$ cat config.mk
export PLATFORM = sky130hd
export DESIGN_NAME = fir_stream
export DESIGN_NICKNAME = d
export VERILOG_FILES = /design/src/rtl/fir_stream.sv
export SDC_FILE = /design/constraint.sdc
export NUM_CORES = 1
export LEC_CHECK = 0
export ABC_CLOCK_PERIOD_IN_PS = 6800
export CAP_MARGIN = 5
export CORE_MARGIN = 1.5
export CORE_UTILIZATION = 25
export DETAILED_ROUTE_END_ITERATION = 10
export GPL_TIMING_DRIVEN = 0
export HOLD_SLACK_MARGIN = 0.1
export SETUP_SLACK_MARGIN = 0.2
export SKIP_CTS_REPAIR_TIMING = 1
export SLEW_MARGIN = 25
export SYNTH_ARGS = -nofsm -noshare
export SYNTH_HDL_FRONTEND = slang
export SYNTH_SLANG_ARGS = --single-unit
$ cat constraint.sdc
create_clock -name clk -period 6.8 [get_ports clk]
set_input_delay 1.02 -clock clk [delete_from_list [all_inputs] [get_ports clk]]
set_output_delay 1.02 -clock clk [all_outputs]
set_load 0.1 [all_outputs]
$ cat src/rtl/fir_stream.sv
// Streaming FIR filter with runtime-loadable coefficients and a single time-multiplexed MAC.
// Each accepted sample takes NTAPS MAC cycles and then waits in HOLD until the consumer takes the result.
module fir_stream #(
   parameter int NTAPS  = 9,
   parameter int DATA_W = 8,
   parameter int COEF_W = 8,
   parameter int OUT_W  = 24,
   parameter int SIGNED = 0,
   parameter int SAT    = 1
) (
   input  logic                     clk,
   input  logic                     rst,
   input  logic                     coef_wr,
   input  logic [$clog2(NTAPS)-1:0] coef_addr,
   input  logic [COEF_W-1:0]        coef_wdata,
   output logic                     coef_ready,
   input  logic                     clear,
   input  logic                     in_valid,
   input  logic [DATA_W-1:0]        in_data,
   output logic                     in_ready,
   output logic                     out_valid,
   output logic [OUT_W-1:0]         out_data,
   input  logic                     out_ready
);

   localparam int TAP_W = $clog2(NTAPS);
   localparam int ACC_W = DATA_W + COEF_W + TAP_W + ((SIGNED != 0) ? 1 : 0);

   typedef enum logic [1:0] {
      S_IDLE,
      S_MAC,
      S_HOLD
   } state_e;

   state_e              state_q, state_d;
   logic [DATA_W-1:0]   dline_q [NTAPS];
   logic [DATA_W-1:0]   dline_d [NTAPS];
   logic [COEF_W-1:0]   coef_q  [NTAPS];
   logic [COEF_W-1:0]   coef_d  [NTAPS];
   logic [ACC_W-1:0]    acc_q, acc_d;
   logic [TAP_W-1:0]    tap_q, tap_d;
   logic [OUT_W-1:0]    out_data_q, out_data_d;
   logic                out_valid_q, out_valid_d;

   logic [ACC_W-1:0]    x_ext, c_ext, prod, acc_sum;
   logic [OUT_W-1:0]    acc_conv;

   // Operands are widened to the accumulator width first; the low ACC_W bits of the
   // product are exact because the full dot product is sized never to overflow ACC_W.
   always_comb begin
      if (SIGNED != 0) begin
         x_ext = ACC_W'($signed(dline_q[tap_q]));
         c_ext = ACC_W'($signed(coef_q[tap_q]));
      end else begin
         x_ext = ACC_W'(dline_q[tap_q]);
         c_ext = ACC_W'(coef_q[tap_q]);
      end
      prod    = x_ext * c_ext;
      acc_sum = acc_q + prod;
   end

   generate
      if (OUT_W >= ACC_W) begin : g_extend
         always_comb begin
            if (SIGNED != 0) acc_conv = OUT_W'($signed(acc_sum));
            else             acc_conv = OUT_W'(acc_sum);
         end
      end else if (SAT != 0) begin : g_sat
         localparam logic [OUT_W-1:0] UMAX = '1;
         localparam logic [OUT_W-1:0] SMAX = {1'b0, {(OUT_W-1){1'b1}}};
         localparam logic [OUT_W-1:0] SMIN = {1'b1, {(OUT_W-1){1'b0}}};
         logic [ACC_W-OUT_W:0] top_bits;
         always_comb begin
            // A signed value fits in OUT_W only if everything from bit OUT_W-1 up is one sign.
            top_bits = acc_sum[ACC_W-1:OUT_W-1];
            acc_conv = acc_sum[OUT_W-1:0];
            if (SIGNED != 0) begin
               if (!(&top_bits) && (|top_bits)) acc_conv = acc_sum[ACC_W-1] ? SMIN : SMAX;
            end else if (|acc_sum[ACC_W-1:OUT_W]) begin
               acc_conv = UMAX;
            end
         end
      end else begin : g_wrap
         always_comb acc_conv = acc_sum[OUT_W-1:0];
      end
   endgenerate

   // NOTE: every _d signal gets its hold value first, so no path through this block can infer a latch.
   always_comb begin
      state_d     = state_q;
      dline_d     = dline_q;
      coef_d      = coef_q;
      acc_d       = acc_q;
      tap_d       = tap_q;
      out_data_d  = out_data_q;
      out_valid_d = out_valid_q;
      case (state_q)
         S_IDLE: begin
            if (coef_wr && (int'(coef_addr) < NTAPS)) coef_d[coef_addr] = coef_wdata;
            if (clear) begin
               for (int i = 0; i < NTAPS; i++) dline_d[i] = '0;
            end else if (in_valid) begin
               dline_d[0] = in_data;
               for (int i = 1; i < NTAPS; i++) dline_d[i] = dline_q[i-1];
               acc_d   = '0;
               tap_d   = '0;
               state_d = S_MAC;
            end
         end
         S_MAC: begin
            acc_d = acc_sum;
            if (tap_q == TAP_W'(NTAPS - 1)) begin
               out_data_d  = acc_conv;
               out_valid_d = 1'b1;
               state_d     = S_HOLD;
            end else begin
               tap_d = tap_q + 1'b1;
            end
         end
         S_HOLD: begin
            if (out_ready) begin
               out_valid_d = 1'b0;
               state_d     = S_IDLE;
            end
         end
         default: state_d = S_IDLE;
      endcase
   end

   // NOTE: the delay line and coefficient store are reset with the rest of the state because
   // a freshly reset filter must produce zero output; this keeps them in flops rather than RAM.
   always_ff @(posedge clk or negedge rst) begin
      if (!rst) begin
         state_q     <= S_IDLE;
         acc_q       <= '0;
         tap_q       <= '0;
         out_data_q  <= '0;
         out_valid_q <= 1'b0;
         for (int i = 0; i < NTAPS; i++) begin
            dline_q[i] <= '0;
            coef_q[i]  <= '0;
         end
      end else begin
         state_q     <= state_d;
         acc_q       <= acc_d;
         tap_q       <= tap_d;
         out_data_q  <= out_data_d;
         out_valid_q <= out_valid_d;
         dline_q     <= dline_d;
         coef_q      <= coef_d;
      end
   end

   assign coef_ready = (state_q == S_IDLE);
   assign in_ready   = (state_q == S_IDLE) && !clear;
   assign out_valid  = out_valid_q;
   assign out_data   = out_data_q;

endmodule

==> out/qor.yml, run 1 <==
p_total_mw: 4.984
hpwl_mm: 19.16
cts_sinks: 191
critical_path_class: "reg -> reg"
p_per_area_mw_per_mm2: 384.0
worstPathRequired_ps: 7120
drc: 0
initial_utilization: 0.2548
synth_top_flop_cell: "dfrtp_1"
clk_latency_ps: 450
drt_wl_total_mm: 26.13
vias: 7229
first_global_vias: 7483
diodes: 0
maxCapViolCount: 0
first_pass_iters: 5
setup_slack_ps: 575.5
synth_area_mm2: 0.01102
critical_path.startpoint: "tap_q[0]$_DFFE_PN0P_"
io_buffers: 46
synthArstFlopShare: 1.000
grt_first_pass_wirelength_mm: 42.77
yosysWarnings: 0
grt_util_all_layers: 0.1224
finalNonFillerCells: 1594
setup_viol_count_final: 0
cts_buffer_depth: 2
drv_slew: 0
yosys_register_bits: 191
coreArea_mm2: 0.04327
rsz0062_at_grt: "no"
drive_gt1_frac: 0.1923
drt_iter0_markers: 425
fin_hold_ws_ps: 436.9
finish.instance_area_mm2: 0.01298
die_area_mm2: 0.04537
fin_util: 0.3000
layout.nets: 1115
hold_path.class: "in -> async"
cts-root-buf: "clkbuf_16"
synth_area_leader_cell: "dfrtp_1"
synth_top_cell_area_share: 0.4335
hold_violations: 0
crit_fanout: 10
maxSlewHeadroom: 0.2968
post_drt_via_cell_ratio: 4.535
grt_max_degree: 93
htree_levels: 4
antenna_found_initial: 0
die_w_um: 213.0
area_delta_synth_final_pct: 17.74
min_period_ps: 6224
r2r-start: "tap_q[0]$_DFFE_PN0P_"
ant_nets: 0
start_kind: "register"
wl_per_cell_um: 16.39
outcome: "finished, final reports clean"
syn_avg_cell_area_um2: 11.93
irDropWorstVdd_mv: 0.2141
crit_path_end_kind: "register"
num_rows: 76
post-place-cells: 1560
overflow: 0
crit_arrival_ps: 6550
io_pins: 53
setup-tns-final_ps: 0
placed_area_mm2: 0.01229
die_y_um: 213.0
pre_cts_ws_ps: 237.5
p_leak_nw: 6.019
cts_made_buffers: 17
clk_pin_slew_ps: 80
yosys-top-cells-area: "dfrtp_1 (43%), fa_1 (9.1%), mux2_2 (7.9%)"
yosysSeqAreaShare: 0.4335
worstMarginPinSlew_ps: 1044
syn-instance-count: 924
routabilityCongestion: 0.7606
synth_edf_count: 0
finalCritPeriodShare: 0.9154
fmax_mhz: 160.7
cts_tree: "yes"
clock_skew_ps: 17.09
ys_types: 59
[layout by cell type (no fill, tap or decap), drive strengths merged, types with 2 or more instances in the layout]
cell,instances
clkdlybuf4s50,45
mux2,77
a22o,86
inv,108
xor2,4
a211oi,2
and2,2
fa,50
ha,43
nor3b,3
o211ai,3
mux4,32
dfrtp,191
o21a,3
or3,2
nor2b,7
a21o,4
conb,4
and3,2
a21oi,28
nor2,67
nand4,4
or2,7
a31oi,4
nor3,4
buf,25
o21bai,2
mux2i,17
nand2,59
clkbuf,44
o21ai,22
nand3,6
clkinv,7
nand3b,2
nand2b,18
xnor2,10
o31ai,2
[worst max-delay path, cell delays in order (launching register included)]
cell and delay, ps:
dfrtp_1 370, buf_4 220, buf_4 280, mux4_2 540, mux2i_1 140, nor2_1 70, a21oi_2 380, nor2_1 140
fa_1 550, inv_1 50, fa_1 470, inv_1 60, fa_1 520, inv_1 50, fa_1 520, inv_1 40
ha_1 370, o211ai_1 150, o211ai_1 270, o21ai_0 200, o21ai_0 270, xor2_1 150, mux2_2 280
[where the power goes]
group,internal [mW],switching [mW],leakage [nW]
Combinational,0.872,1.43,3.17
Sequential,1.45,0.189,2.55
Clock,0.531,0.508,0.296
[flip-flops by register name, summed over array words and instances (netlist names)]
name,flops
coef_q,72
dline_q,72
acc_q,20
out_data,20
tap_q,4
state_q,2
out_valid,1
[final timing paths]
path / end / slack, ps / cells after the start
worst max-delay path: out_data[12]$_DFFE_PN0P_ / 580 / 22
worst min-delay path: out_data[3]$_DFFE_PN0P_ / 440 / 1
worst max register to register: out_data[12]$_DFFE_PN0P_ / 580 / 22
worst min register to register: out_data[14]$_DFFE_PN0P_ / 480 / 2
max in group asynchronous: dline_q[15]$_DFFE_PN0P_ / 5280 / 3
min in group clk: out_data[14]$_DFFE_PN0P_ / 480 / 2
[per-layer routing]
| layer | track usage | wire length (µm) | part of all wire | vias up |
|---|---|---|---|---|
| li1 | - | - | - | 3366 |
| met1 | 0.1652 | 12400 | 0.47 | 3758 |
| met2 | 0.2023 | 12710 | 0.49 | 89 |
| met3 | 0.02074 | 664 | 0.025 | 16 |
| met4 | 0.03277 | 355 | 0.014 | 0 |
| met5 | 0 | 0 | 0 | - |
[cell usage after synthesis (4+ instances only)]
master and number:
a21o_1 4, a21oi_1 15, a21oi_2 13, a22o_1 86, buf_2 7, buf_4 10, clkbuf_1 27, dfrtp_1 191
fa_1 50, ha_1 43, inv_1 102, mux2_2 77, mux2i_1 17, mux4_2 32, nand2_1 58, nand2b_1 18
nand3_1 6, nand4_1 4, nor2_1 65, nor2b_1 7, o21ai_0 20, or2_2 4, xnor2_1 10, xor2_1 4
[area by class of cell]
class                      instances  area, µm²
timing repair buffer              50      535.5
inverter                         102      382.9
sequential                       191       4780
clock inverter                    15      192.7
clock buffer                      17      425.4
tap                              585      732.0
fill                            4422      30290
multi-input combinational        587       5699
buffer                            47      232.7
[cells by family after synthesis]
group / count (synthesis) / synth area share
adders and majority gates: 93 / 0.1396
and+or+nand+nor: 187 / 0.08319
DFF: 191 / 0.4335
AOI/OAI and AO/OA: 163 / 0.1171
muxes: 126 / 0.1595
xor gates and xnor gates: 14 / 0.01112
buffers and inverters: 149 / 0.05561
other: 1 / 0.0003402
Note: power is estimated with default switching activity, not from simulation.
==> run 2, diff against run 1 <==
- CORE_UTILIZATION: 25 -> 40
==> run 2 against run 1 <==
Net effect:
- fmax decreased by 1.8%
- count of clock-buffer cells in the layout unchanged
- clock skew increased by 3.7 ps
- worst setup slack got worse by 110 ps
- wire length decreased by 3.6%
- first-iteration DRC count increased by 0.47%
- combinational power about the same
- worst hold slack got worse by 27 ps
- die area decreased by 37%
- critical endpoint is now acc_q[19]$_DFFE_PN0P_
- sequential power about the same
- flip-flop and latch count unchanged
- total power increased by 1.2%
==> out/qor.yml, run 2 (synthesized netlist as in run 1, its figures left out) <==
die_y_um: 169.0  # -21%
coreArea_mm2: 0.02703  # -38%
swShare: 0.4309  # +0.003583
slowest_stage: "fa_1"
drt_wl_total_mm: 25.18  # -3.6%
first_pass_iters: 7  # +2
cts_sinks: 191  # unchanged
comb_power_share: 0.458  # -0.004
drv_slew: 0  # unchanged
htree_levels: 4  # unchanged
pwr-share-seq: 0.325  # -0.004
worstMarginPinSlew_ps: 977.8  # -65.96 ps
fin_hold_ws_ps: 410.2  # -26.65 ps
crit_path_end_kind: "register"
num_rows: 60  # -21%
critical_path_class: "reg -> reg"
clock_skew_ps: 20.77  # +3.676 ps
fmax_mhz: 157.8  # -1.8%
hold_path.class: "in -> async"
layout.cells.most_common: "dfrtp_1"
clk_pin_slew_ps: 80  # about the same
die_area_mm2: 0.02857  # -37%
pre_cts_ws_ps: 103.0  # -134.5 ps
switchingPower_mw: 2.174  # +2.1%
cts-root-buf: "clkbuf_16"
crit_family: "adder cells"
worstPathRequired_ps: 7130  # about the same
setup_slack_ps: 461.6  # -113.9 ps
vias: 7282  # +0.73%
fillers: 2509  # -43%
setup_viol_count_final: 0  # unchanged
power.internal_mw: 2.871  # +0.57%
post_drt_via_cell_ratio: 5.402  # +19%
hpwl_mm: 17.89  # -6.6%
layout.nets: 1113  # -0.18%
crit_arrival_ps: 6660  # +110 ps
rsz0062_at_grt: "no"
finalCritPeriodShare: 0.9321  # +0.01675
routabilityCongestion: 0.7819  # +2.8%
cp_slowest_stage_delay_ps: 550  # about the same
p_leak_nw: 6.021  # about the same
ant_nets: 0  # unchanged
outcome: "finished, final reports clean"
initial_utilization: 0.4079  # +0.1531
hold_violations: 0  # unchanged
maxCapViolCount: 0  # unchanged
grt_first_pass_wirelength_mm: 41.52  # -2.9%
antenna_found_initial: 0  # unchanged
grt_util_all_layers: 0.1881  # +0.06570
path_cells: "buf_4 -> buf_4 -> mux4_2 -> mux2i_1 -> nor2_1 -> a21oi_4 -> nor2_1 -> fa_1 -> inv_1 -> fa_1 -> inv_1 -> fa_1 -> inv_1 -> fa_1 -> inv_1 -> ha_1 -> a21oi_2 -> a31oi_4 -> a41oi_2 -> o21ai_0 -> a221o_1"
reg_top3: "coef_q: 72 flops, dline_q: 72 flops"
clkPwrFrac: 0.217  # +0.008
cts_tree: "yes"
die_w_um: 169.0  # -21%
first_global_vias: 7576  # +1.2%
cts_made_buffers: 17  # unchanged
most-common-layout-cells: "dfrtp_1 (191), inv_1 (102), a22o_1 (86)"
overflow: 0  # unchanged
area_delta_synth_final_pct: 14.96
io_buffers: 46  # unchanged
io_pins: 53  # unchanged
wl_per_cell_um: 18.68  # +14%
clk_latency_ps: 450  # about the same
p_per_area_mw_per_mm2: 398.0  # +3.7%
irDropWorstVdd_mv: 0.2236  # +4.5%
cts_buffer_depth: 2  # unchanged
maxSlewHeadroom: 0.3461  # +0.04928
min_period_ps: 6338  # +113.9 ps
grt_max_degree: 86  # -7.5%
cp_num_buf_inv: 6  # unchanged
crit_fanout: 10  # unchanged
diodes: 0  # unchanged
drt_iter0_markers: 427  # +0.47%
drive_gt1_frac: 0.1907  # -0.001604
start_kind: "register"
drc: 0  # unchanged
run 2: path summary, 6_finish.rpt:
kind / startpoint / to / slack, ps / cells past startpoint
max: tap_q[0]$_DFFE_PN0P_ / acc_q[19]$_DFFE_PN0P_ / 460 / 21
min reg2reg: out_data[8]$_DFFE_PN0P_ / out_data[8]$_DFFE_PN0P_ / 470 / 2
max in group asynchronous: rst / dline_q[39]$_DFFE_PN0P_ / 5340 / 3
max reg2reg: tap_q[0]$_DFFE_PN0P_ / acc_q[19]$_DFFE_PN0P_ / 460 / 21
min: rst / out_data[18]$_DFFE_PN0P_ / 410 / 1
min in group clk: out_data[8]$_DFFE_PN0P_ / out_data[8]$_DFFE_PN0P_ / 470 / 2
run 2: layout make-up:
type	count	area, µm²	share of cell area
inverter	102	382.9	0.03021
clock inverter	15	225.2	0.01777
clock buffer	17	425.4	0.03357
sequential	191	4780	0.3771
timing repair buffer	48	520.5	0.04107
buffer	47	236.5	0.01866
multi-input combinational	587	5677	0.4479
tap	341	426.7	0.03367
run 2: through the flow:
| stage | utilization | power [mW] | std cells | cell area (µm²) | TNS [ps] |
|---|---|---|---|---|---|
| 6_report | 0.4689 | 5.044 | 1348 | 12670 | 0 |
| 5_1_grt | 0.4689 | 5.372 | 1348 | 12670 | 0 |
| 4_1_cts | 0.4675 | 5.078 | 1348 | 12630 | 0 |
| 3_5_place_dp | 0.4434 | 3.968 | 1316 | 11980 | 0 |
| 3_3_place_gp | 0.4412 | 3.921 | 1314 | 11920 | -669780 |
| 2_1_floorplan | - | 3.325 | 927 | 11040 | 0 |
run 2: worst reg2reg max path, stage by stage, from the launching register on:
cell     delay [ps]
dfrtp_1         370
buf_4           220
buf_4           290
mux4_2          530
mux2i_1         260
nor2_1          110
a21oi_4         320
nor2_1          110
fa_1            540
inv_1            50
fa_1            490
inv_1            60
fa_1            530
inv_1            60
fa_1            550
inv_1            50
ha_1            360
a21oi_2         290
a31oi_4         170
a41oi_2         390
o21ai_0         150
a221o_1         320
run 2: power groups by stage:
stage | Sequential, mW | Clock (mW) | Combinational (mW)
floorplan | 1.87 | 0 | 1.45
global placement | 1.65 | 0 | 2.27
detailed placement | 1.66 | 0 | 2.31
CTS | 1.64 | 1.12 | 2.32
global route | 1.68 | 1.15 | 2.53
finish | 1.64 | 1.09 | 2.31
run 2: layer usage:
metal  GRT usage  share of wire
met5           0              0
met4     0.05387          0.016
met3     0.02549          0.030
met2      0.3105           0.49
met1      0.2604           0.47
